File: src/rtl/uart_pkg.sv
// Shared UART definitions used by uart_rx and top_TX: FSM states,
// legal prescale values, parity types and the 2-of-3 vote helper.
package uart_pkg;

  typedef enum logic [2:0] {
    IDLE   = 3'd0,
    START  = 3'd1,
    DATA   = 3'd2,
    PARITY = 3'd3,
    STOP   = 3'd4
  } uart_state_e;

  localparam int PRESC_8  = 8;
  localparam int PRESC_16 = 16;
  localparam int PRESC_32 = 32;

  localparam logic PAR_EVEN = 1'b0;
  localparam logic PAR_ODD  = 1'b1;

  function automatic logic majority3(input logic [2:0] s);
    return (s[0] & s[1]) | (s[0] & s[2]) | (s[1] & s[2]);
  endfunction

endpackage

File: src/rtl/uart_rx_sampler.sv
// Per-bit oversampling timer: edge_cnt runs 0..P-1, RX is captured at
// P/2-1, P/2, P/2+1 and majority-voted; the vote is usable from P/2+2.
module uart_rx_sampler
  import uart_pkg::*;
#(
  parameter int PRESC_W = 6
) (
  input  logic               clk,
  input  logic               rst,
  input  logic               clr,
  input  logic               rx,
  input  logic [PRESC_W-1:0] presc,
  output logic               sampled_bit,
  output logic               bit_done,
  output logic               vote_ready
);

  logic [PRESC_W-1:0] edge_cnt;
  logic [PRESC_W-1:0] half;
  logic [2:0]         smp;

  assign half        = presc >> 1;
  assign bit_done    = (edge_cnt == presc - PRESC_W'(1));
  assign vote_ready  = (edge_cnt == half + PRESC_W'(2));
  assign sampled_bit = majority3(smp);

  always_ff @(posedge clk or negedge rst) begin
    if (!rst) begin
      edge_cnt <= '0;
    end else if (clr || bit_done) begin
      edge_cnt <= '0;
    end else begin
      edge_cnt <= edge_cnt + PRESC_W'(1);
    end
  end

  // Samples reset to the idle line level so a stale vote never reads as 0.
  always_ff @(posedge clk or negedge rst) begin
    if (!rst) begin
      smp <= '1;
    end else begin
      if (edge_cnt == half - PRESC_W'(1)) smp[0] <= rx;
      if (edge_cnt == half)               smp[1] <= rx;
      if (edge_cnt == half + PRESC_W'(1)) smp[2] <= rx;
    end
  end

endmodule

File: src/rtl/uart_rx.sv
// UART receiver: start detect, LSB-first deserialiser, parity/stop checks.
// Define UART_RX_SYNC_EN to pass RX_IN through a 2-flop synchroniser.
module uart_rx
  import uart_pkg::*;
#(
  parameter int DATA_WIDTH = 8,
  parameter int PRESC_W    = 6
) (
  input  logic                  clk,
  input  logic                  rst,
  input  logic                  RX_IN,
  input  logic [PRESC_W-1:0]    Prescale,
  input  logic                  Par_EN,
  input  logic                  Par_TYP,
  output logic [DATA_WIDTH-1:0] P_DATA,
  output logic                  data_valid,
  output logic                  par_err,
  output logic                  stp_err,
  output logic                  busy,
  output uart_state_e           state_dbg
);

  localparam int BCW = (DATA_WIDTH > 1) ? $clog2(DATA_WIDTH) : 1;

  uart_state_e          state, state_n;
  logic                 rx;
  logic                 start_now, cnt_clr;
  logic                 sampled_bit, bit_done, vote_ready;
  logic [PRESC_W-1:0]   presc_dec, p_lat;
  logic                 par_en_q, par_typ_q, par_bad, exp_par;
  logic [DATA_WIDTH-1:0] data_sr;
  logic [BCW-1:0]       bit_cnt;
  logic                 last_bit;

`ifdef UART_RX_SYNC_EN
  logic [1:0] sync_q;
  always_ff @(posedge clk or negedge rst) begin
    if (!rst) sync_q <= 2'b11;
    else      sync_q <= {sync_q[0], RX_IN};
  end
  assign rx = sync_q[1];
`else
  assign rx = RX_IN;
`endif

  // Any prescale other than 16 or 32 runs at 8.
  always_comb begin
    presc_dec = PRESC_W'(PRESC_8);
    if (Prescale == PRESC_W'(PRESC_16)) presc_dec = PRESC_W'(PRESC_16);
    if (Prescale == PRESC_W'(PRESC_32)) presc_dec = PRESC_W'(PRESC_32);
  end

  uart_rx_sampler #(.PRESC_W(PRESC_W)) u_sampler (
    .clk         (clk),
    .rst         (rst),
    .clr         (cnt_clr),
    .rx          (rx),
    .presc       (p_lat),
    .sampled_bit (sampled_bit),
    .bit_done    (bit_done),
    .vote_ready  (vote_ready)
  );

  assign last_bit  = (bit_cnt == BCW'(DATA_WIDTH - 1));
  assign exp_par   = (par_typ_q == PAR_ODD) ? ~^data_sr : ^data_sr;
  assign busy      = (state != IDLE);
  assign state_dbg = state;

  always_ff @(posedge clk or negedge rst) begin
    if (!rst) state <= IDLE;
    else      state <= state_n;
  end

  // A low line at the end of STOP starts the next frame without an idle cycle.
  always_comb begin
    state_n   = state;
    start_now = 1'b0;
    cnt_clr   = 1'b0;
    unique case (state)
      IDLE: begin
        cnt_clr = 1'b1;
        if (!rx) begin
          state_n   = START;
          start_now = 1'b1;
        end
      end
      START: begin
        if (vote_ready && sampled_bit) begin
          state_n = IDLE;
          cnt_clr = 1'b1;
        end else if (bit_done) begin
          state_n = DATA;
        end
      end
      DATA: begin
        if (bit_done && last_bit) state_n = par_en_q ? PARITY : STOP;
      end
      PARITY: begin
        if (bit_done) state_n = STOP;
      end
      STOP: begin
        if (bit_done) begin
          if (!rx) begin
            state_n   = START;
            start_now = 1'b1;
          end else begin
            state_n = IDLE;
          end
        end
      end
      default: state_n = IDLE;
    endcase
  end

  always_ff @(posedge clk or negedge rst) begin
    if (!rst) begin
      p_lat      <= PRESC_W'(PRESC_8);
      par_en_q   <= 1'b0;
      par_typ_q  <= PAR_EVEN;
      data_sr    <= '0;
      bit_cnt    <= '0;
      par_bad    <= 1'b0;
      P_DATA     <= '0;
      data_valid <= 1'b0;
      par_err    <= 1'b0;
      stp_err    <= 1'b0;
    end else begin
      data_valid <= 1'b0;
      par_err    <= 1'b0;
      stp_err    <= 1'b0;
      if (start_now) begin
        p_lat     <= presc_dec;
        par_en_q  <= Par_EN;
        par_typ_q <= Par_TYP;
        bit_cnt   <= '0;
        par_bad   <= 1'b0;
      end
      if (state == DATA && bit_done) begin
        data_sr <= {sampled_bit, data_sr[DATA_WIDTH-1:1]};
        bit_cnt <= bit_cnt + BCW'(1);
      end
      if (state == PARITY && bit_done) par_bad <= (sampled_bit != exp_par);
      if (state == STOP && bit_done) begin
        stp_err <= ~sampled_bit;
        par_err <= par_bad;
        if (sampled_bit && !par_bad) begin
          data_valid <= 1'b1;
          P_DATA     <= data_sr;
        end
      end
    end
  end

endmodule

File: config.mk
export PLATFORM = sky130hd
export DESIGN_NAME = uart_rx
export DESIGN_NICKNAME = d
export VERILOG_FILES = /design/src/rtl/uart_pkg.sv /design/src/rtl/uart_rx_sampler.sv /design/src/rtl/uart_rx.sv
export SDC_FILE = /design/constraint.sdc
export NUM_CORES = 1
export LEC_CHECK = 0
export BUFFER_PORTS_ARGS = -buffer_cell sky130_fd_sc_hd__buf_2
export CAP_MARGIN = 20
export CELL_PAD_IN_SITES_DETAIL_PLACEMENT = 1
export CELL_PAD_IN_SITES_GLOBAL_PLACEMENT = 1
export CORE_MARGIN = 5
export CORE_UTILIZATION = 45
export CTS_CLUSTER_DIAMETER = 30
export CTS_CLUSTER_SIZE = 24
export DETAILED_ROUTE_END_ITERATION = 16
export PLACE_DENSITY_LB_ADDON = 0.05
export SLEW_MARGIN = 20
export SYNTH_ARGS = -nofsm -noshare
export SYNTH_HDL_FRONTEND = slang
export SYNTH_SLANG_ARGS = --single-unit
File: constraint.sdc
create_clock -name clk -period 2.9 [get_ports clk]
set_input_delay 0.145 -clock clk [delete_from_list [all_inputs] [get_ports clk]]
set_output_delay 0.145 -clock clk [all_outputs]
set_load 0.01 [all_outputs]
==> results.py, run 1 <==
metrics = {
    "clock_network": {
        "cts.sinks": 40,
        "htreeDepth": 2,
        "cts_buffers": 5,
        "clk_pin_slew_ns": 0.07,
        "cts_max_path_buffers": 2,
        "cts_tree": "done",
        "cts_root_buf": "clkbuf_8",
        "clock_latency_ns": 0.29,
        "cts_resized": 0,
    },
    "route": {
        "via_count": 1426,
        "antenna_left": 0,
        "routedWlPerCell_um": 15.2,
        "vias_per_cell": 5.28,
        "wirelength_um": 4100,
        "drtIter0Drc": 83,
        "drc": 0,
        "drtPass1Iterations": 4,
    },
    "timing": {
        "finalHoldViolCount": 0,
        "max_slew_margin": 0.415,
        "slew_violations": 0,
        "tns_ns": 0,
        "skew_ns": 0.00703,
        "setup_violations": 0,
        "worst_pin_slew_ns": 0.878,
        "whs_ns": 0.0915,
        "rsz0062_at_grt": "false",
        "max_freq_mhz": 402,
        "period_needed_ns": 2.49,
        "final.period_utilization": 0.857,
    },
    "die": {
        "core_area_sq_mm": 0.00438,
        "start_util": 0.467,
        "die-area_sq_mm": 0.00600,
        "die_x_um": 77.4,
        "fp.dieH_um": 77.4,
        "io_pins": 26,
        "row_count": 24,
    },
    "worst_hold_path": {
        "min-delay-path-class": "in2reg",
        "min_path_cells": 3,
    },
    "final_layout": {
        "final_cells": 270,
        "antenna_cells": 0,
        "drive_gt1_frac": 0.271,
        "syn_to_final_growth_pct": 13.4,
        "nFillCells": 493,
        "nets": 235,
    },
    "placed_design": {
        "portBuffers": 25,
        "place_congestion": 0.831,
        "dpl.hpwl_um": 3100,
        "dp_cells": 261,
    },
    "synthesis": {
        "synth.ff_latch_count": 40,
        "synth.most_common_cell": "dfrtp_1",
        "ys.flop_type": "dfrtp_1",
        "synth_top_area_frac": 0.440,
        "yosysUniqueCellTypes": 38,
        "ys_async_sr_fraction": 1.00,
        "netlist_top_cells_count": "dfrtp_1 (36), nand2_1 (32), mux2_2 (14)",
        "syn_area_sq_mm": 0.00205,
        "synth_edf_count": 0,
        "ys_seq_area_frac": 0.491,
        "synth.top_cells.by_area": "dfrtp_1 (44%), mux2_2 (7.7%), nand2_1 (5.9%), dfstp_2 (5.1%), xor2_1 (5.1%)",
        "yosysTopAreaCell": "dfrtp_1",
        "syn-num-nets": 206,
        "synth_cells": 188,
        "ys_warn_count": 0,
        "avgSynthCellArea_sq_um": 10.9,
    },
    "critical_path": {
        "path_buf_inv": 1,
        "end_kind": "flip-flop",
        "cp_data_arrival_time_ns": 2.67,
        "slowest_delay_ns": 0.57,
        "critPathSlowestCell": "dfstp_2",
        "path_depth": 7,
        "worst_path_dominant_cell_family": "flip-flops",
        "cp_data_required_time_ns": 3.08,
        "path_max_fanout": 10,
        "crit_chain": "inv_1, ha_1, xnor3_2, nand4_4, a21boi_2, nor2_1, mux2_2",
        "cp-start-kind": "flip-flop",
        "reg2regPathDepth": 7,
        "worstSetupPathType": "reg2reg",
    },
    "grt": {
        "grtUsageMet2": 0.239,
        "grt_pass1_wl_um": 7530,
        "grt_max_degree": 41,
        "top_usage_layer": "met2",
        "antenna_found_initial": 0,
        "grt_pass1_vias": 1590,
        "use_met1": 0.206,
        "grtUsageMet3": 0.0405,
        "track_usage": 0.152,
        "gr-total-overflow": 0,
    },
    "flow_run": {
        "max_cap_viol_count": 0,
    },
    "power_and_ir_drop": {
        "vdd.ir_drop.worst_uv": 437,
        "p_leak_nw": 1.17,
        "powerDensity_mw_per_mm2": 806,
    },
    "outcome": {
        "status": "completed",
    },
}
-- layout by cell type (no fill, tap or decap), types with 2 or more instances in the layout --
cell	netlist	layout
dfstp_2	4	4
clkbuf_8	0	6
xnor2_1	10	10
o31ai_1	3	3
o21ai_0	6	6
nor3b_1	2	2
mux2_2	14	14
ha_1	7	7
a22o_1	2	2
dfrtp_1	36	36
nand2_1	32	32
nor2_1	10	10
inv_1	9	9
nor3_1	7	7
a21oi_1	4	4
xor2_1	12	12
buf_2	1	25
buf_4	2	3
a31oi_1	2	2
nand3_1	4	4
-- cell type report --
class,count,area [sq um],area share
Clock buffer,7,86.3,0.0372
Clock inverter,1,7.51,0.00323
Inverter,9,33.8,0.0146
Multi-Input combinational cell,132,965,0.416
Sequential cell,40,1010,0.433
Tap cell,52,65.1,0.0280
Timing Repair Buffer,29,158,0.0679
-- metal layers --
metal,part of all wire,vias up
li1,-,695
met1,0.48,693
met5,0,-
met2,0.46,31
met4,0.013,0
met3,0.047,7
-- through the flow --
stage | util | worst slack [ns] | total power, mW | cell area (sq um)
floorplan | - | 0.505 | 1.34 | 2050
global placement | 0.506 | 0.505 | 1.46 | 2220
detailed placement | 0.506 | 0.407 | 1.50 | 2220
CTS | 0.529 | 0.393 | 1.90 | 2320
global route | 0.529 | 0.254 | 2.03 | 2320
finish | 0.529 | 0.414 | 1.87 | 2320
-- worst reg2reg max path, stage by stage, from the launching register on --
cell and delay, ns:
dfstp_2 0.57, inv_1 0.08, ha_1 0.23, xnor3_2 0.43, nand4_4 0.20, a21boi_2 0.44
nor2_1 0.15, mux2_2 0.28
-- state kept, by name (all words and copies together), names as in the netlist --
name                flops
P_DATA                  8
bit_cnt                 3
data_sr                 8
data_valid              1
p_lat                   3
par_bad                 1
par_en_q                1
par_err                 1
par_typ_q               1
state_dbg               3
stp_err                 1
u_sampler.edge_cnt      6
u_sampler.smp           3
-- kinds of logic after synthesis --
logic type / after synthesis / share of synthesized area
buf+inv: 16 / 0.0373
compound gates: 21 / 0.0691
simple gates: 65 / 0.161
flops: 40 / 0.491
xor+xnor: 24 / 0.117
fa+ha+maj: 8 / 0.0477
mux: 14 / 0.0770
-- path summary, 6_finish.rpt --
path	from	end	slack (ns)
setup reg to reg	p_lat[3]	bit_cnt[0]	0.41
max in group asynchronous	rst	u_sampler.edge_cnt[3]	1.85
min in group asynchronous	rst	state_dbg[1]	0.50
setup / recovery	p_lat[3]	bit_cnt[0]	0.41
hold reg to reg	P_DATA[0]	P_DATA[0]	0.50
hold / removal	Par_EN	par_en_q	0.09
-- where the power goes --
part / leakage (nW) / switching [mW] / total [mW] / internal, mW
logic: 0.599 / 0.358 / 0.671 / 0.313
clock network: 0.0445 / 0.194 / 0.387 / 0.193
registers: 0.529 / 0.132 / 0.814 / 0.682
-- repair_timing --
item                      in CTS  in global routing
hold buffers                   1                  0
hold endpoints to repair      30                  0
setup buffers                  0                  0
(Power assumes the default switching activity.)
==> run 2, diff against run 1 <==
--- a/config.mk
+++ b/config.mk
@@ -5,12 +5,13 @@
 export SDC_FILE = /design/constraint.sdc
 export NUM_CORES = 1
 export LEC_CHECK = 0
+export ABC_AREA = 1
 export BUFFER_PORTS_ARGS = -buffer_cell sky130_fd_sc_hd__buf_2
 export CAP_MARGIN = 20
 export CELL_PAD_IN_SITES_DETAIL_PLACEMENT = 1
 export CELL_PAD_IN_SITES_GLOBAL_PLACEMENT = 1
 export CORE_MARGIN = 5
-export CORE_UTILIZATION = 45
+export CORE_UTILIZATION = 43
 export CTS_CLUSTER_DIAMETER = 30
 export CTS_CLUSTER_SIZE = 24
 export DETAILED_ROUTE_END_ITERATION = 16
==> run 2 against run 1 <==
The run now ends with hold timing left. Fmax grew 16%. Sequential power shrank 6.3%. Global-route usage grew 1.4 points. Combinational power grew 6.7%. Die area grew 11%. Largest power group unchanged. Highest routed layer unchanged.
==> results.py, run 2 <==
metrics = {
    "critical_path": {
        "cp_data_required_time_ns": 3.07,
        "worstReg2RegEnd": "P_DATA[3]",
        "reg2regPathDepth": 9,
        "r2r_slack_ns": 0.76,
        "cp-start-kind": "flip-flop",
        "worstSetupPathType": "reg2reg",
        "end_kind": "flip-flop",
        "path_max_fanout": 16,
        "cp_data_arrival_time_ns": 2.31,
        "r2r_start": "p_lat[3]",
    },
    "clock_network": {
        "clock_latency_ns": 0.29,
        "clk_pin_slew_ns": 0.07,
        "post_cts_buffers": 0,
        "cts_resized": 0,
        "cts.sinks": 40,
        "hold_buffers": 0,
        "htreeDepth": 2,
        "cts_max_path_buffers": 2,
        "cts_root_buf": "clkbuf_8",
        "cts_tree": "done",
        "cts_buffers": 5,
    },
    "die": {
        "row_count": 26,
        "die-area_sq_mm": 0.00667,
        "io_pins": 26,
        "start_util": 0.438,
        "fp.dieH_um": 81.7,
        "die_x_um": 81.7,
        "core_area_sq_mm": 0.00504,
    },
    "route": {
        "wirelength_um": 4860,
        "via_count": 1790,
        "drc": 0,
        "drtIter0Drc": 61,
        "antenna_left": 0,
        "vias_per_cell": 4.77,
        "drtPass1Iterations": 4,
        "routedWlPerCell_um": 13.0,
    },
    "timing": {
        "worst_pin_slew_ns": 0.894,
        "setup_ws_ns": 0.763,
        "final.period_utilization": 0.737,
        "max_slew_margin": 0.404,
        "max_freq_mhz": 468,
        "slew_violations": 0,
        "setup_violations": 0,
        "finalHoldViolCount": 28,
        "rsz0062_at_grt": "false",
        "skew_ns": 0.00478,
        "tns_ns": 0,
        "period_needed_ns": 2.14,
        "whs_ns": -0.0227,
    },
    "synthesis": {
        "synthMuxAreaShare": 0,
        "ys_async_sr_fraction": 1.00,
        "synth_top_area_frac": 0.408,
        "synth_cells": 276,
        "avgSynthCellArea_sq_um": 8.01,
        "synthAdderAreaFrac": 0.0396,
        "ys.flop_type": "dfrtp_1",
        "ys_seq_area_frac": 0.455,
        "synth_xor_xnor_area_share": 0.0436,
        "yosysTopAreaCell": "dfrtp_1",
        "ys_warn_count": 0,
        "yosysUniqueCellTypes": 29,
        "synth_edf_count": 0,
        "synth.ff_latch_count": 40,
        "netlist_top_cells_count": "nand2_1 (87), inv_1 (37), dfrtp_1 (36)",
        "syn-num-nets": 294,
        "syn_area_sq_mm": 0.00221,
        "synth.top_cells.by_area": "dfrtp_1 (41%), nand2_1 (15%), inv_1 (6.3%), dfstp_2 (4.8%), nand3_1 (4.5%)",
        "synth_top_family_by_area": "simple AND/OR/NAND/NOR gates",
        "synth_compound_area_frac": 0.0776,
        "synthSimpleGateAreaFrac": 0.301,
        "synth.most_common_cell": "nand2_1",
    },
    "grt": {
        "grt_pass1_wl_um": 8630,
        "grt_max_degree": 41,
        "track_usage": 0.167,
        "grt_pass1_vias": 1858,
        "gr-total-overflow": 0,
        "antenna_found_initial": 0,
    },
    "final_layout": {
        "antenna_cells": 0,
        "layout_common_cells": "nand2_1 (87), inv_1 (37), dfrtp_1 (36)",
        "mostFrequentLayoutCell": "nand2_1",
        "drive_gt1_frac": 0.193,
        "design_area_sq_mm": 0.00248,
        "syn_to_final_growth_pct": 12.2,
        "nets": 322,
        "reg.largest.list": "P_DATA (8), data_sr (8), u_sampler.edge_cnt (6)",
    },
    "placed_design": {
        "dpl.hpwl_um": 3810,
        "portBuffers": 25,
        "place_ws_ns": 0.762,
        "place_area_sq_mm": 0.00239,
        "place_congestion": 0.806,
    },
    "power_and_ir_drop": {
        "vdd.ir_drop.worst_uv": 300,
        "swShare": 0.406,
        "totalPowerFinal_mw": 1.86,
        "intPower_mw": 1.10,
        "p_seq_frac": 0.411,
        "switchingPower_mw": 0.753,
        "clockPowerShare": 0.203,
        "p_leak_nw": 1.32,
        "powerDensity_mw_per_mm2": 748,
        "pwr-share-comb": 0.386,
    },
    "flow_run": {
        "max_cap_viol_count": 0,
    },
    "worst_hold_path": {
        "min-delay-path-class": "in2async",
    },
    "outcome": {
        "status": "finished with violations",
        "violations": "hold timing",
    },
}
## run 2: how the worst max path moves through the flow
stage / start / depth (start not counted) / to / slack [ns]
floorplan: p_lat[3] / 10 / P_DATA[6] / 1.03
global placement: p_lat[3] / 10 / bit_cnt[2] / 0.84
detailed placement: p_lat[3] / 10 / bit_cnt[1] / 0.76
CTS: p_lat[3] / 10 / bit_cnt[1] / 0.75
global route: p_lat[3] / 10 / P_DATA[0] / 0.61
finish: p_lat[3] / 9 / P_DATA[3] / 0.76
## run 2: power groups by stage
| stage | combinational, mW | clock, mW | sequential [mW] |
|---|---|---|---|
| 6_report | 0.716 | 0.377 | 0.763 |
| 5_1_grt | 0.822 | 0.425 | 0.779 |
| 4_1_cts | 0.730 | 0.394 | 0.763 |
| 3_5_place_dp | 0.724 | 0 | 0.772 |
| 3_3_place_gp | 0.702 | 0 | 0.768 |
| 2_1_floorplan | 0.536 | 0 | 0.750 |
## run 2: per-stage QoR
stage                     std cells   util
after floorplan                 276      -
after global placement          367  0.473
after detailed placement        367  0.473
after CTS                       375  0.492
after global routing            375  0.492
final                           375  0.492
## run 2: worst max-delay path, stage by stage (launching register included)
cell and delay (ns):
dfstp_2 0.57, inv_1 0.09, ha_1 0.35, xnor2_1 0.17, nor2_4 0.15, nand2_4 0.10, inv_4 0.09, nand4_4 0.26
nand2_1 0.18, o21ai_2 0.06
## run 2: cells by family (layout without fill, tap and decap cells)
group / Yosys count / in the layout
AO/OA/AOI/OAI: 26 / 26
XOR/XNOR: 11 / 11
adder cells (fa/ha/maj): 7 / 7
buffers and inverters: 43 / 72
flip-flops: 40 / 40
AND/OR/NAND/NOR: 149 / 149
## run 2: metal layers
layer,track usage,wire [um],up-vias
li1,-,-,914
met1,0.239,2490,853
met2,0.255,2200,17
met3,0.0362,120,6
met4,0.0449,46,0
met5,0,0,-
## run 2: cell type report
cell class / instances / area [sq um]
Multi-Input combinational cell: 193 / 1020
Sequential cell: 40 / 1010
Fill cell: 646 / 2560
Inverter: 39 / 149
Tap cell: 70 / 87.6
Clock buffer: 6 / 82.6
Timing Repair Buffer: 25 / 125
Clock inverter: 2 / 10.0
